**config.mk**
```make
export PLATFORM = sky130hd
export DESIGN_NAME = alu_lockstep_ctrl
export DESIGN_NICKNAME = d
export VERILOG_FILES = /design/src/rtl/alu_lockstep_pkg.sv /design/src/rtl/alu_lane.sv /design/src/rtl/alu_lockstep_ctrl.sv
export SDC_FILE = /design/constraint.sdc
export NUM_CORES = 1
export LEC_CHECK = 0
export CORE_MARGIN = 2
export CORE_UTILIZATION = 49
export CTS_BUF_LIST = sky130_fd_sc_hd__clkbuf_2 sky130_fd_sc_hd__clkbuf_4 sky130_fd_sc_hd__clkbuf_8
export DETAILED_ROUTE_END_ITERATION = 7
export PLACE_DENSITY = 0.78
export SYNTH_ARGS = -nofsm -noshare
export SYNTH_HDL_FRONTEND = slang
export SYNTH_SLANG_ARGS = --single-unit
```
**constraint.sdc**
```tcl
create_clock -name clk -period 2.4 [get_ports clk]
set_clock_uncertainty 0.2 [all_clocks]
set_input_delay 0.48 -clock clk [delete_from_list [all_inputs] [get_ports clk]]
set_output_delay 0.48 -clock clk [all_outputs]
set_load 0.1 [all_outputs]
```
**src/rtl/alu_lockstep_pkg.sv**
```systemverilog
// Shared op codes and FSM state encoding for the lockstep ALU controller.
package alu_lockstep_pkg;

  localparam int unsigned OP_W = 2;

  localparam logic [OP_W-1:0] OP_ADD = 2'b00;
  localparam logic [OP_W-1:0] OP_SUB = 2'b01;
  localparam logic [OP_W-1:0] OP_AND = 2'b10;
  localparam logic [OP_W-1:0] OP_OR  = 2'b11;

  typedef enum logic [1:0] {
    ST_IDLE = 2'd0,
    ST_EXEC = 2'd1,
    ST_CMP  = 2'd2,
    ST_RESP = 2'd3
  } state_t;

endpackage

```
**src/rtl/alu_lane.sv**
```systemverilog
// Combinational WIDTH-bit ALU lane; bit WIDTH of the result carries the carry/borrow.
module alu_lane
  import alu_lockstep_pkg::*;
#(
  parameter int unsigned WIDTH = 8
) (
  input  logic [WIDTH-1:0] i_a,
  input  logic [WIDTH-1:0] i_b,
  input  logic [OP_W-1:0]  i_op,
  output logic [WIDTH:0]   o_res
);

  always_comb begin
    o_res = '0;
    case (i_op)
      OP_ADD:  o_res = {1'b0, i_a} + {1'b0, i_b};
      OP_SUB:  o_res = {1'b0, i_a} - {1'b0, i_b};
      OP_AND:  o_res = {1'b0, i_a & i_b};
      OP_OR:   o_res = {1'b0, i_a | i_b};
      default: o_res = '0;
    endcase
  end

endmodule

```
**src/rtl/alu_lockstep_ctrl.sv**
```systemverilog
// Runs each request through two ALU lanes in lockstep, retrying on disagreement.
// Optional macro ALU_LOCKSTEP_FAULT_INJECT_EN adds inj_mask, XORed into lane 2 each pass.
module alu_lockstep_ctrl
  import alu_lockstep_pkg::*;
#(
  parameter int unsigned WIDTH     = 8,
  parameter int unsigned MAX_RETRY = 2,
  parameter int unsigned FCNT_W    = 8
) (
  input  logic              clk,
  input  logic              rst_n,
  input  logic              req_valid,
  output logic              req_ready,
  input  logic [WIDTH-1:0]  req_a,
  input  logic [WIDTH-1:0]  req_b,
  input  logic [OP_W-1:0]   req_op,
  output logic              rsp_valid,
  input  logic              rsp_ready,
  output logic [WIDTH-1:0]  rsp_data,
  output logic              rsp_carry,
  output logic              rsp_fault,
  output logic              busy,
  output logic [FCNT_W-1:0] fault_count,
  input  logic              clr_fault_cnt
`ifdef ALU_LOCKSTEP_FAULT_INJECT_EN
  ,
  input  logic [WIDTH:0]    inj_mask
`endif
);

  localparam int unsigned RES_W   = WIDTH + 1;
  localparam int unsigned RETRY_W = (MAX_RETRY > 0) ? $clog2(MAX_RETRY + 1) : 1;

  state_t              r_state;
  logic [WIDTH-1:0]    r_a;
  logic [WIDTH-1:0]    r_b;
  logic [OP_W-1:0]     r_op;
  logic [RES_W-1:0]    r_res1;
  logic [RES_W-1:0]    r_res2;
  logic [RETRY_W-1:0]  r_retry_cnt;
  logic [FCNT_W-1:0]   r_fault_cnt;
  logic                r_req_ready;
  logic                r_busy;
  logic                r_rsp_valid;
  logic [WIDTH-1:0]    r_rsp_data;
  logic                r_rsp_carry;
  logic                r_rsp_fault;

  logic [RES_W-1:0]    w_lane1;
  logic [RES_W-1:0]    w_lane2;
  logic [RES_W-1:0]    w_lane2_q;
  logic                w_mismatch;
  logic                w_fcnt_sat;

  alu_lane #(.WIDTH(WIDTH)) u_lane1 (
    .i_a   (r_a),
    .i_b   (r_b),
    .i_op  (r_op),
    .o_res (w_lane1)
  );

  alu_lane #(.WIDTH(WIDTH)) u_lane2 (
    .i_a   (r_a),
    .i_b   (r_b),
    .i_op  (r_op),
    .o_res (w_lane2)
  );

`ifdef ALU_LOCKSTEP_FAULT_INJECT_EN
  assign w_lane2_q = w_lane2 ^ inj_mask;
`else
  assign w_lane2_q = w_lane2;
`endif

  assign w_mismatch = (r_state == ST_CMP) && (r_res1 != r_res2);
  assign w_fcnt_sat = &r_fault_cnt;

  // Controller FSM plus the mismatch counter; all outputs come straight from flops.
  always_ff @(posedge clk) begin
    if (!rst_n) begin
      r_state     <= ST_IDLE;
      r_a         <= '0;
      r_b         <= '0;
      r_op        <= '0;
      r_res1      <= '0;
      r_res2      <= '0;
      r_retry_cnt <= '0;
      r_fault_cnt <= '0;
      r_req_ready <= 1'b1;
      r_busy      <= 1'b0;
      r_rsp_valid <= 1'b0;
      r_rsp_data  <= '0;
      r_rsp_carry <= 1'b0;
      r_rsp_fault <= 1'b0;
    end else begin
      if (clr_fault_cnt) begin
        r_fault_cnt <= '0;
      end else if (w_mismatch && !w_fcnt_sat) begin
        r_fault_cnt <= r_fault_cnt + FCNT_W'(1);
      end

      case (r_state)
        ST_IDLE: begin
          if (req_valid && r_req_ready) begin
            r_a         <= req_a;
            r_b         <= req_b;
            r_op        <= req_op;
            r_retry_cnt <= '0;
            r_req_ready <= 1'b0;
            r_busy      <= 1'b1;
            r_state     <= ST_EXEC;
          end
        end
        ST_EXEC: begin
          r_res1  <= w_lane1;
          r_res2  <= w_lane2_q;
          r_state <= ST_CMP;
        end
        ST_CMP: begin
          if (!w_mismatch) begin
            r_rsp_valid <= 1'b1;
            r_rsp_data  <= r_res1[WIDTH-1:0];
            r_rsp_carry <= r_res1[WIDTH];
            r_rsp_fault <= 1'b0;
            r_state     <= ST_RESP;
          end else if (r_retry_cnt < RETRY_W'(MAX_RETRY)) begin
            r_retry_cnt <= r_retry_cnt + RETRY_W'(1);
            r_state     <= ST_EXEC;
          end else begin
            r_rsp_valid <= 1'b1;
            r_rsp_data  <= r_res1[WIDTH-1:0];
            r_rsp_carry <= r_res1[WIDTH];
            r_rsp_fault <= 1'b1;
            r_state     <= ST_RESP;
          end
        end
        ST_RESP: begin
          if (rsp_ready) begin
            r_rsp_valid <= 1'b0;
            r_req_ready <= 1'b1;
            r_busy      <= 1'b0;
            r_state     <= ST_IDLE;
          end
        end
        default: begin
          r_state <= ST_IDLE;
        end
      endcase
    end
  end

  assign req_ready   = r_req_ready;
  assign busy        = r_busy;
  assign rsp_valid   = r_rsp_valid;
  assign rsp_data    = r_rsp_data;
  assign rsp_carry   = r_rsp_carry;
  assign rsp_fault   = r_rsp_fault;
  assign fault_count = r_fault_cnt;

endmodule

```
* Yosys cells after proc, flatten, opt, wreduce, memory -nomap -nowiden
Cells that the tools add are included.
** Storage, ports and cells
- Register bits after elaboration :: 41
- Bits in latches :: 0
- Memory bits (writable) :: 0
- Memory bits (read-only) :: 0
- Bits of input ports :: 23
- Output and inout bits :: 21
- Logic and storage cells :: 42
- Memories :: 0
** Cells by class
- $add $sub $neg :: 2
- Multipliers :: 0
- Div/mod/pow operators :: 0
- $lt $le $gt $ge :: 0
- Equality and inequality tests :: 8
- Shifts and indexed selects :: 0
- Mux-type cells :: 11
- Bitwise logic cells :: 2
- Reductions and logical operators :: 9
** Operator list (number)
- $pmux W9 S4 :: 1
- $add A8 B8 Y9 :: 1
- $sub A8 B8 Y9 :: 1
- $and A8 B8 Y8 :: 1
- $eq A2 B2 Y1 const B :: 4
- $or A8 B8 Y8 :: 1
- $pmux W2 S4 :: 1
- $pmux W1 S2 :: 3
- $reduce_and A2 Y1 :: 3
- $eq A2 B1 Y1 const B :: 2
- $logic_not A2 Y1 :: 2
- $mux W1 :: 4
- $mux W2 :: 2
- $ne A2 B2 Y1 const B :: 2
- $reduce_bool A2 Y1 :: 2
- $reduce_and A3 Y1 :: 1
- $logic_and A1 B1 Y1 :: 1

* Longest topological paths before layout
- Word-level depth :: 3
- Mapped depth :: 11
- Depth with buffers taken out :: 10

* Hierarchy
From an unflattened synthesis, not the netlist that was laid out.
** Unflattened totals
- Cell total of the unflattened synthesis :: 506
- Area total of the unflattened synthesis :: 4098.9 sq um
** Modules (own cells, without submodules)
- alu_lockstep_ctrl :: instances 1, cells each 306, area each 2602.5 sq um, seq. area each 1221.2 sq um
- alu_lane at u_lane1 :: instances 1, cells each 101, area each 755.7 sq um, seq. area each 0.0 sq um
- alu_lane at u_lane2 :: instances 1, cells each 99, area each 740.7 sq um, seq. area each 0.0 sq um

* Worst setup path before layout
OpenSTA, ideal clock, no wires.
- Path type :: register -> register
- Start point :: register r_op[1]
- End point :: register r_res2[6]
- Setup time :: 0.066 ns
- Data arrival time :: 2.256 ns
- Required time :: 2.134 ns
- Path slack :: -0.123 ns
- Cell stages (with the launch flop) :: 11
- Buffers on the path :: 2
- Clock period less this slack :: 2.523 ns
- Cell sequence :: dfxtp_1 clkbuf_2 nor2b_1 clkbuf_1 mux2i_1 fa_1 a21o_1 o21ba_1 o21ai_2 mux2_4 a21oi_2
** Between the ends
- Cells in the longest elaborated chain, start to end :: 2
- Elaborated cells between the ends (all ways) :: 5
- Those cells by class :: 3 x eq/ne; 1 x mux; 1 x reduce/logical
** Ends and longest elaborated chain
- start, declared :: line alu_lockstep_ctrl.sv:37 : logic [OP_W-1:0] r_op;
- start signal, assigned :: line alu_lockstep_ctrl.sv:107 : r_op <= req_op;
- $eq A2 B2 Y1, or another cell as far along :: line alu_lane.sv:15 : case (i_op)
- $pmux W9 S4 (*) :: line alu_lane.sv:15
- end signal, assigned :: line alu_lockstep_ctrl.sv:116 : r_res2 <= w_lane2_q;
- end, declared :: line alu_lockstep_ctrl.sv:39 : logic [RES_W-1:0] r_res2;
Every way passes the cells marked *; elsewhere a longest branch is shown, timed or not.
A chain may end at the register's enable or synchronous reset.

* Final worst setup path
- Start point :: register r_b[3]
- End point :: register r_res2[8]
** Between the ends
- Cells in the longest elaborated chain, start to end :: 2
- Elaborated cells between the ends (all ways) :: 3
- Those cells by class :: 2 x add/sub; 1 x mux
** Ends and longest elaborated chain
- start, declared :: line alu_lockstep_ctrl.sv:36 : logic [WIDTH-1:0] r_b;
- start signal, assigned :: line alu_lockstep_ctrl.sv:106 : r_b <= req_b;
- $sub A8 B8 Y9 or $add A8 B8 Y9 (tied branches) :: line alu_lane.sv:17, alu_lane.sv:16
- $pmux W9 S4 (*) :: line alu_lane.sv:15
Marked as above.

==> flow_summary.json <==
{
  "synthMuxAreaShare": 0.0685,
  "hpwl_um": 3830,
  "synth_top_family_by_area": "simple AND/OR/NAND/NOR gates",
  "status": "finished, violations left",
  "yosys.area_share.xor_xnor": 0.0291,
  "synth_compound_area_frac": 0.186,
  "ios": 44,
  "syn_inst": 285,
  "grt_pass1_vias": 1933,
  "cp_data_arrival_time_ns": 2.46,
  "die_x_um": 74.1,
  "die_h_um": 74.1,
  "fmax_mhz": 406,
  "synth_top_area_share": 0.341,
  "met3_usage": 0.0420,
  "synthSimpleGateAreaFrac": 0.194,
  "crit_path_max_incr_delay_ns": 0.35,
  "violations": "setup timing",
  "cts-buffers-inserted": 5,
  "grt_pass1_wl_um": 8420,
  "drv_slew": 0,
  "tightest_slew_ns": 0.594,
  "layout_setup_ws_ns": -0.0647,
  "synth-seq-cells": 41,
  "worstSkewPairLatency_ns": 0.30,
  "hold_path_class": "flip-flop to flip-flop",
  "met1_usage": 0.240,
  "core_sq_um": 4720,
  "cp_slowest_cell": "dfxtp_2",
  "yosysWarnings": 0,
  "die_area_sq_um": 5500,
  "crit_chain": "nor4_4 -> a21oi_2 -> xnor2_1 -> ha_1 -> buf_4 -> o21ai_0 -> o21bai_1 -> o31ai_4 -> mux2i_1 -> nand2_1",
  "synth-edff-count": 0,
  "diodes": 0,
  "rsz0062_at_grt": "true",
  "rows": 25,
  "hold_violations": 0,
  "cp-start-kind": "flip-flop",
  "crit_family": "compound AO/OA/AOI/OAI gates",
  "drt-vias-per-instance": 5.16,
  "grt_busiest_layer": "met2",
  "use_met2": 0.344,
  "grt_antenna_before_repair": 0,
  "drt_wl_total_um": 5500,
  "wl_per_cell_um": 13.4,
  "gr-total-overflow": 0,
  "slew_headroom": 0.604,
  "critPathKind": "flip-flop to flip-flop",
  "first_pass_iters": 4,
  "drc": 0,
  "area_growth_pct": 32.9,
  "initial_core_util": 0.510,
  "synth_cell_types": 46,
  "nFillCells": 362,
  "num_vias": 2117,
  "path_max_fanout": 6,
  "drive_gt1_frac": 0.251,
  "htree_levels": 2,
  "place_congestion": 0.936,
  "setup_viol": 2,
  "ctsHoldBuffers": 0,
  "fin_util": 0.678,
  "syn_area_per_cell_sq_um": 8.46,
  "yosysSeqAreaShare": 0.341,
  "cts_buffer_depth": 2,
  "irDropWorstVdd_mv": 0.550,
  "nNetsFinal": 382,
  "whs_ns": 0.279,
  "multiInputGateArea_sq_um": 1570,
  "cellLeakagePower_nw": 1.28,
  "ctsRootBufferMaster": "clkbuf_8",
  "cp.required_ns": 2.40,
  "drv_cap": 0,
  "cts.sinks": 41,
  "io_buffers": 33,
  "synthArstFlopShare": 0,
  "endpoint_kind": "flip-flop",
  "cts_tree": "done",
  "synth_area_sq_um": 2410,
  "synthAdderAreaFrac": 0.108,
  "path_clk_slew_ns": 0.08,
  "ant_nets": 0,
  "first_iter_violations": 108,
  "seq_area_sq_um": 832,
  "yosys-top-cells-area": "dfxtp_1 (34%), ha_1 (8.3%), nand2_1 (7.5%)",
  "synth-main-ff-cell": "dfxtp_1",
  "grt_max_degree": 20,
  "grt_usage": 0.199,
  "finalCritPeriodShare": 1.03,
  "post-synth-top-area-cell": "dfxtp_1",
  "path_buf_inv": 1,
  "powerDensity_nw_per_um2": 1320,
  "period_needed_ns": 2.46
}
==> flip-flops by register name, summed over array words and instances, names as in the netlist <==
name,cells
busy,1
r_a,8
r_b,8
r_op,2
r_res2,9
r_state,2
req_ready,1
rsp_carry,1
rsp_data,8
rsp_valid,1
==> logic make-up (layout without fill, tap and decap cells) <==
| group | Yosys count | in the layout |
|---|---|---|
| AOI/OAI and AO/OA | 66 | 66 |
| xor gates and xnor gates | 8 | 8 |
| adders and majority gates | 21 | 21 |
| buffers and inverters | 35 | 85 |
| DFF | 41 | 41 |
| muxes | 16 | 16 |
| other | 1 | 9 |
| and+or+nand+nor | 97 | 97 |
==> worst paths after layout <==
| check | to | cells past startpoint | slack, ns | from |
|---|---|---|---|---|
| max | r_res2[8] | 10 | -0.06 | r_b[3] |
| min | r_res2[8] | 2 | 0.28 | r_res2[8] |
| max reg2reg | r_res2[8] | 10 | -0.06 | r_b[3] |
| min reg2reg | r_res2[8] | 2 | 0.28 | r_res2[8] |
==> Yosys cell counts (all sizes together), types with 3 or more instances <==
cell type / n
a31oi: 5
nand3: 5
maj3: 4
buf: 16
nor2: 11
inv: 10
dfxtp: 41
mux2i: 15
a21boi: 19
nor2b: 15
ha: 16
xnor2: 6
a21oi: 12
clkbuf: 9
o211ai: 3
o21ai: 11
nand2: 48
nor3: 5
nand2b: 3
==> report_power, final <==
part / internal [mW] / total (mW) / leakage (nW) / switching (mW)
clock network: 0.350 / 0.591 / 0.0619 / 0.240
logic: 1.19 / 2.64 / 0.878 / 1.45
registers: 0.846 / 0.983 / 0.338 / 0.137
==> cell usage in the layout (no fill, tap or decap), types with 4 or more instances in the layout <==
| cell type | count |
|---|---|
| nand2_1 | 48 |
| dfxtp_1 | 34 |
| buf_4 | 44 |
| xnor2_1 | 6 |
| a21boi_0 | 19 |
| clkbuf_8 | 6 |
| inv_1 | 8 |
| o21ai_0 | 8 |
| conb_1 | 9 |
| nor2b_1 | 14 |
| mux2i_1 | 14 |
| nor2_1 | 10 |
| maj3_1 | 4 |
| nand3_1 | 5 |
| ha_1 | 14 |
| a21oi_1 | 9 |
| dfxtp_2 | 6 |
| clkdlybuf4s50_1 | 21 |
==> worst register-to-register path, delay by kind of cell, from the launching register on <==
kind / cells / cell delay, ns
fa+ha+maj: 1 / 0.31
simple gates: 2 / 0.37
flops: 1 / 0.35
compound gates: 4 / 0.63
buf+inv: 1 / 0.16
mux: 1 / 0.22
xor+xnor: 1 / 0.14
==> per-layer routing <==
layer  vias to the layer above  wire length [um]
li1                       1072                 -
met2                        56              2700
met3                        16               232
met1                       973              2420
met5                         -                 0
met4                         0               143
==> stage by stage <==
stage	total power, mW	setup TNS [ns]	std cells	cell area (sq um)	worst slack [ns]
finish	4.22	-0.0737	410	3200	-0.0647
global route	4.47	-0.401	410	3200	-0.193
CTS	3.94	-0.00634	406	3080	-0.00634
detailed placement	3.20	-0.286	396	2900	-0.0990
global placement	3.12	-0.0757	396	2900	-0.0746
floorplan	2.60	-0.0467	293	2440	-0.0280
==> layout make-up <==
class / count / share of cell area
Clock buffer: 7 / 0.0281
Clock inverter: 1 / 0.00938
Inverter: 10 / 0.0117
Multi-Input combinational cell: 217 / 0.489
Sequential cell: 41 / 0.260
Tap cell: 67 / 0.0262
Timing Repair Buffer: 67 / 0.176
==> timing repair <==
item | in CTS | in global routing
endpoints found under the setup margin | 5 | 5
hold endpoints to repair | 0 | 0
gates resized for setup | 16 | 21
pin swaps | 10 | 8
buffers inserted | 2 | 4
(Power assumes the default switching activity.)
